`config.mk`:
```
export PLATFORM = sky130hd
export DESIGN_NAME = decode_operand_reg
export DESIGN_NICKNAME = d
export VERILOG_FILES = /design/src/rtl/decode_operand_reg.sv
export SDC_FILE = /design/constraint.sdc
export NUM_CORES = 2
export LEC_CHECK = 0
export CELL_PAD_IN_SITES_DETAIL_PLACEMENT = 1
export CELL_PAD_IN_SITES_GLOBAL_PLACEMENT = 2
export CORE_MARGIN = 3
export CORE_UTILIZATION = 30
export DETAILED_ROUTE_END_ITERATION = 8
export PLACE_DENSITY_LB_ADDON = 0.2
export SETUP_SLACK_MARGIN = 0.3
export SLEW_MARGIN = 20
export SYNTH_ARGS = -nofsm -noshare
export SYNTH_HDL_FRONTEND = slang
export SYNTH_SLANG_ARGS = --single-unit
```
`constraint.sdc`:
```
create_clock -name clk -period 4.8 [get_ports clk]
set_input_delay 0.96 -clock clk [delete_from_list [all_inputs] [get_ports clk]]
set_output_delay 0.96 -clock clk [all_outputs]
set_load 0.005 [all_outputs]
```
`src/rtl/decode_operand_reg.sv`:
```
// Architectural register file (x0 hard-wired to zero) feeding the decode-to-execute pipeline register.
// Define REGFILE_BYPASS_EN to forward a same-cycle writeback straight into the operands captured for execute.
module decode_operand_reg #(
    parameter int               DPW         = 32,
    parameter logic [DPW-1:0]   REG_RST_VAL = '0
) (
    input  logic            clk,
    input  logic            arst_n,
    input  logic            regwriteW,
    input  logic [4:0]      RdW,
    input  logic [DPW-1:0]  resultW,
    input  logic [4:0]      Rs1D,
    input  logic [4:0]      Rs2D,
    input  logic [4:0]      RdD,
    input  logic            stallD,
    input  logic            flushE,
    output logic [DPW-1:0]  RD1E,
    output logic [DPW-1:0]  RD2E,
    output logic [4:0]      Rs1E,
    output logic [4:0]      Rs2E,
    output logic [4:0]      RdE
);

    logic [DPW-1:0] regs_q  [1:31];
    logic [DPW-1:0] rf_view [0:31];
    logic [DPW-1:0] rd1_d;
    logic [DPW-1:0] rd2_d;
    logic [DPW-1:0] rd1e_q;
    logic [DPW-1:0] rd2e_q;
    logic [4:0]     rs1e_q;
    logic [4:0]     rs2e_q;
    logic [4:0]     rde_q;

    // x0 is never stored; slot 0 of the read view is a constant zero.
    assign rf_view[0] = '0;

    genvar gi;
    generate
        for (gi = 1; gi < 32; gi++) begin : g_reg
            always_ff @(posedge clk or negedge arst_n) begin
                if (!arst_n) begin
                    regs_q[gi] <= REG_RST_VAL;
                end else if (regwriteW && (RdW == 5'(gi))) begin
                    regs_q[gi] <= resultW;
                end
            end
            assign rf_view[gi] = regs_q[gi];
        end
    endgenerate

    always_comb begin
        rd1_d = rf_view[Rs1D];
        rd2_d = rf_view[Rs2D];
`ifdef REGFILE_BYPASS_EN
        if (regwriteW && (RdW != 5'd0) && (RdW == Rs1D)) begin
            rd1_d = resultW;
        end
        if (regwriteW && (RdW != 5'd0) && (RdW == Rs2D)) begin
            rd2_d = resultW;
        end
`else
        // Same-cycle writes are not visible here; the hazard unit covers that case.
`endif
    end

    // Flush beats stall: a bubble carries RdE=0 so nothing downstream writes back.
    always_ff @(posedge clk or negedge arst_n) begin
        if (!arst_n) begin
            rd1e_q <= '0;
            rd2e_q <= '0;
            rs1e_q <= '0;
            rs2e_q <= '0;
            rde_q  <= '0;
        end else if (flushE) begin
            rd1e_q <= '0;
            rd2e_q <= '0;
            rs1e_q <= '0;
            rs2e_q <= '0;
            rde_q  <= '0;
        end else if (!stallD) begin
            rd1e_q <= rd1_d;
            rd2e_q <= rd2_d;
            rs1e_q <= Rs1D;
            rs2e_q <= Rs2D;
            rde_q  <= RdD;
        end
    end

    assign RD1E = rd1e_q;
    assign RD2E = rd2e_q;
    assign Rs1E = rs1e_q;
    assign Rs2E = rs2e_q;
    assign RdE  = rde_q;

endmodule

```
======== Word-level counts from Yosys, hierarchy flattened ========
Cells that the tools add are included.
operators by class
  order comparisons ....................... 2
  multiplexer cells ....................... 16
  equality and inequality tests ........... 32
  reduce and logical (&&, ||, !) cells .... 31
  bitwise logic cells ..................... 2
operator list
  kind                  count
  $bmux W32 S5          2
  $mux W32              8
  $eq A5 B5 Y1 const B  16
  $eq A5 B4 Y1 const B  8
  $logic_and A1 B1 Y1   31
  $mux W5               6
  $eq A5 B3 Y1 const B  4
  $ge A6 B6 Y1 const B  2
  $not A5 Y6            2
  $eq A5 B2 Y1 const B  2
  $eq A5 B1 Y1 const B  1
  $ne A2 B1 Y1 const B  1
storage, ports and cells
  flip-flop bits (word level) ............. 1,071
  logic and storage cells ................. 119
  output and inout bits ................... 79

======== Depth between registers and ports, before layout ========
  depth after elaboration ................. 6
  depth in mapped cells ................... 9
  depth with buffers taken out ............ 4

======== Least setup slack after synthesis ========
OpenSTA, ideal clock, no wires.
  path kind ............................... input to register
  start ................................... input Rs2D[1]
  end ..................................... register rd2e_q[10], in the netlist RD2E[10]
  buffers on the path ..................... 3
  path slack .............................. 2.003 ns
  arrival ................................. 2.669 ns
  stages .................................. 7
  library setup time ...................... 0.129 ns
  cell sequence ........................... buf_2 -> clkbuf_1 -> buf_1 -> mux4_2 -> a22oi_1 -> a21oi_1 -> a2111o_1
on the way
  longest elaborated chain between the ends .. 6
RTL lines
  element                                      RTL line  RTL
  start, declared                              13        input logic [4:0] Rs2D,
  $not A5 Y6 (not written as such)             53        rd2_d = rf_view[Rs2D];
  $bmux W32 S5                                 53
  $mux W32 (not written as such) (2 in a row)  53
  $mux W32                                     80        end else if (!stallD) begin
  $mux W32                                     74        end else if (flushE) begin
  end signal, assigned                         82        rd2e_q <= rd2_d;
  end, declared                                29        logic [DPW-1:0] rd2e_q;
No other way between the ends. The select of a mux whose other input is x is not followed.
A chain may end at the register's enable or synchronous reset.

======== Worst setup path in the final report ========
  start ................................... input stallD
  end ..................................... register rd2e_q[25], in the netlist RD2E[25]
on the way
  longest elaborated chain between the ends .. 1
RTL lines
  element                        RTL line  RTL
  start, declared                15        input logic stallD,
  $ne A2 B1 Y1 (no source line)  --
No other way between the ends.

==> results.cfg <==
[outcome]
outcome = complete, no violations

[yosys]
seq_area_frac_synth_pct = 48.1
yosysTopAreaCell = dfrtp_1
yosys_warnings = 0
synthesis.area_um2 = 55800
synth.distinct_cells = 42
synth_top_family_by_area = multiplexers
yosys.area_share.xor_xnor_pct = 0
ys_ff_latch = 1071
muxShareOfSynthArea_pct = 39.6
synthesis.nets = 3987
synth_top_cell_area_share_pct = 48.1
yosys.area_share.adder_pct = 0
synthCells = 3930
synth_compound_area_share_pct = 6.64
synthTopCellsByArea = dfrtp_1, mux2_2, mux4_2, mux2i_1, a22oi_1
syn_avg_cell_area_um2 = 14.2
synth-simple-area-share_pct = 2.38

[route]
wl_per_cell_um = 32.2
finalWirelength_um = 210000
vias = 36528
drc_errors = 0
drt_iter0_drc = 2339
viasPerCell = 5.61
firstDrtPassIters = 5
drtAntennaViolNets = 0

[floorplanning]
start_util_pct = 30.3
die_h_um = 437
core_area_um2 = 184000
rows = 157
io-pin-count = 136
die_w_um = 437
die_area_um2 = 191000

[critical_path]
cp_top_family = simple AND/OR/NAND/NOR gates
crit_fanout = 23
worstPathRequired_ns = 5.51
slowest_stage = or4_2
r2r-start = regs_q[37]
cp.arrival_ns = 3.75
worst-setup-path-type = input pin to flip-flop
crit_buf_inv = 2
critPathCaptureType = flip-flop
r2r_slack_ns = 2.84
crit_path_start_kind = input pin
reg2reg_depth = 4
worstReg2RegEnd = RD2E[5]
crit_path_max_incr_delay_ns = 1.24
crit_path_cell_trace = clkdlybuf4s50_1, or4_2, buf_4, nor3_1, a2111o_1

[timing]
fmax_mhz = 329
setup_viol_count_final = 0
fin_skew_ns = 0.0264
final-hold-violation-count = 0
slew_headroom_pct = 20.4
setup_tns_ns = 0
rsz0062_at_grt = no
layout_min_cycle_time_ns = 3.04
drv_slew = 0
finalCritPeriodShare_pct = 63.3
tightest_slew_ns = 1.19

[run]
max-cap-violations = 0

[global_routing]
grt_max_degree = 140
grt_antenna_before_repair = 11
grt_pass1_vias = 39364
grtUsageTotal_pct = 21.8
grt_pass1_wl_um = 304000
grt-ovfl-total = 0

[layout]
nNetsFinal = 4005
layout.cells.non_filler = 6512
final_cell_mix = dfrtp_1, mux2_2, mux4_2
syn_to_final_growth_pct = 16.2
design_area_um2 = 64800
drive_gt1_share_pct = 44.9
final_common_cell = dfrtp_1
fillCellCount = 18910
post-route-util_pct = 35.2

[clock_tree]
clk_transition_reported_paths_ns = 0.05
cts_num_sinks = 1071
numCtsBuffers = 132
cts_root_buffer = clkbuf_16
clock_path_buffers = 3
hold_buffers = 0
cts_tree = built
cts_resized = 0
clock_latency_ns = 0.80
cts_max_level = 4
cts_setup_buffers = 0

[power_and_ir_drop]
power_frac_clock_pct = 37.3
p_comb_share_pct = 18.4
power.internal_mw = 19.7
ir_worst_vdd_mv = 0.376
power.density_nw_per_um2 = 420
pwr-share-seq_pct = 44.3
p_sw_mw = 7.52
swShare_pct = 27.7
p_leak_nw = 27.8

[placed_design]
dpl.cell_count = 6278
place_congestion = 0.754
portBuffers = 135
hpwl_um = 125000
placed_cell_area_um2 = 60500

[min_path]
hold_class = input pin to asynchronous set/reset pin
[stage by stage]
step / setup WS (ns) / total power, mW / hold WS [ns]
after floorplan: 2.00 / 15.4 / 0.471
after global placement: 0.839 / 17.1 / 0.461
after detailed placement: 1.00 / 17.2 / 0.479
after CTS: 1.75 / 27.5 / 0.0671
after global routing: 1.73 / 28.5 / 0.0979
final: 1.76 / 27.2 / 0.125
[kinds of logic (layout without fill, tap and decap cells)]
| kind of cell | Yosys count | after routing |
|---|---|---|
| AO/OA/AOI/OAI | 477 | 477 |
| buffers and inverters | 429 | 544 |
| flip-flops | 1071 | 1071 |
| multiplexers | 1682 | 1682 |
| other | 0 | 3 |
| AND/OR/NAND/NOR | 271 | 271 |
[sequential cells by signal (all words and copies together) (netlist names)]
register	count
regs_q	992
RD1E	32
RD2E	32
RdE	5
Rs1E	5
Rs2E	5
[worst max path at each step]
stage,start,endpoint,depth (start not counted)
final,stallD,RD2E[25],5
after global routing,RdW[3],regs_q[784],6
after CTS,RD1E[12],RD1E[12],1
after detailed placement,stallD,RD2E[25],5
after global placement,RdW[2],regs_q[255],5
after floorplan,Rs2D[1],RD2E[10],7
[cell usage after synthesis]
library cell  number
or4_1              1
mux4_2           315
or3_1              3
buf_2             74
a21o_1             2
and2_1            23
a21oi_1           79
mux2_1             7
buf_1             66
nor3b_1            2
nor2_1            61
mux2_2          1053
a211oi_1          22
a31oi_1            1
a2111o_1          30
a211o_1            3
or4b_2             2
and3_1            10
nor4_1             2
a32o_1             1
nand3_1            5
mux2i_1          307
nand2b_1           3
a221o_1           33
nor3_1            33
a21boi_0          20
nand4_1            1
o211ai_1          31
buf_6              7
buf_4             17
inv_2              1
nor2b_1           47
a22oi_1          158
o21ai_0            1
dfrtp_1         1071
nand4b_1           3
o311ai_0          32
a32oi_1           33
a221oi_1          31
inv_1              1
clkbuf_1         263
nand2_1           75
[area by class of cell]
| cell class | instances | area [µm²] | area share, % |
|---|---|---|---|
| multi-input combinational | 2430 | 27400 | 42.3 |
| sequential | 1071 | 26800 | 41.4 |
| clock buffer | 207 | 4060 | 6.27 |
| timing repair buffer | 311 | 3130 | 4.84 |
| tap | 2464 | 3080 | 4.76 |
| clock inverter | 24 | 290 | 0.448 |
| inverter | 2 | 10.0 | 0.0154 |
| antenna | 3 | 7.51 | 0.0116 |
[per-layer routing]
layer / GRT usage (%) / up-vias / part of all wire [%]
met5: 0 / - / 0.0062
met4: 6.07 / 2 / 2.7
met3: 2.98 / 272 / 3.7
met2: 36.8 / 772 / 49
met1: 29.4 / 20337 / 45
li1: - / 15145 / -
[worst register-to-register path: stages (launching register included)]
cell and delay, ns:
dfrtp_1 0.40, mux4_2 0.46, a22oi_1 0.30, a21oi_1 0.24
a2111o_1 0.43
[power groups by stage]
stage | combinational, mW | sequential (mW) | clock, mW
global placement | 4.97 | 12.1 | 0
CTS | 5.09 | 12.0 | 10.4
global route | 5.44 | 12.3 | 10.8
detailed placement | 5.07 | 12.2 | 0
floorplan | 3.70 | 11.7 | 0
finish | 5.02 | 12.0 | 10.1
(Power assumes the default switching activity.)
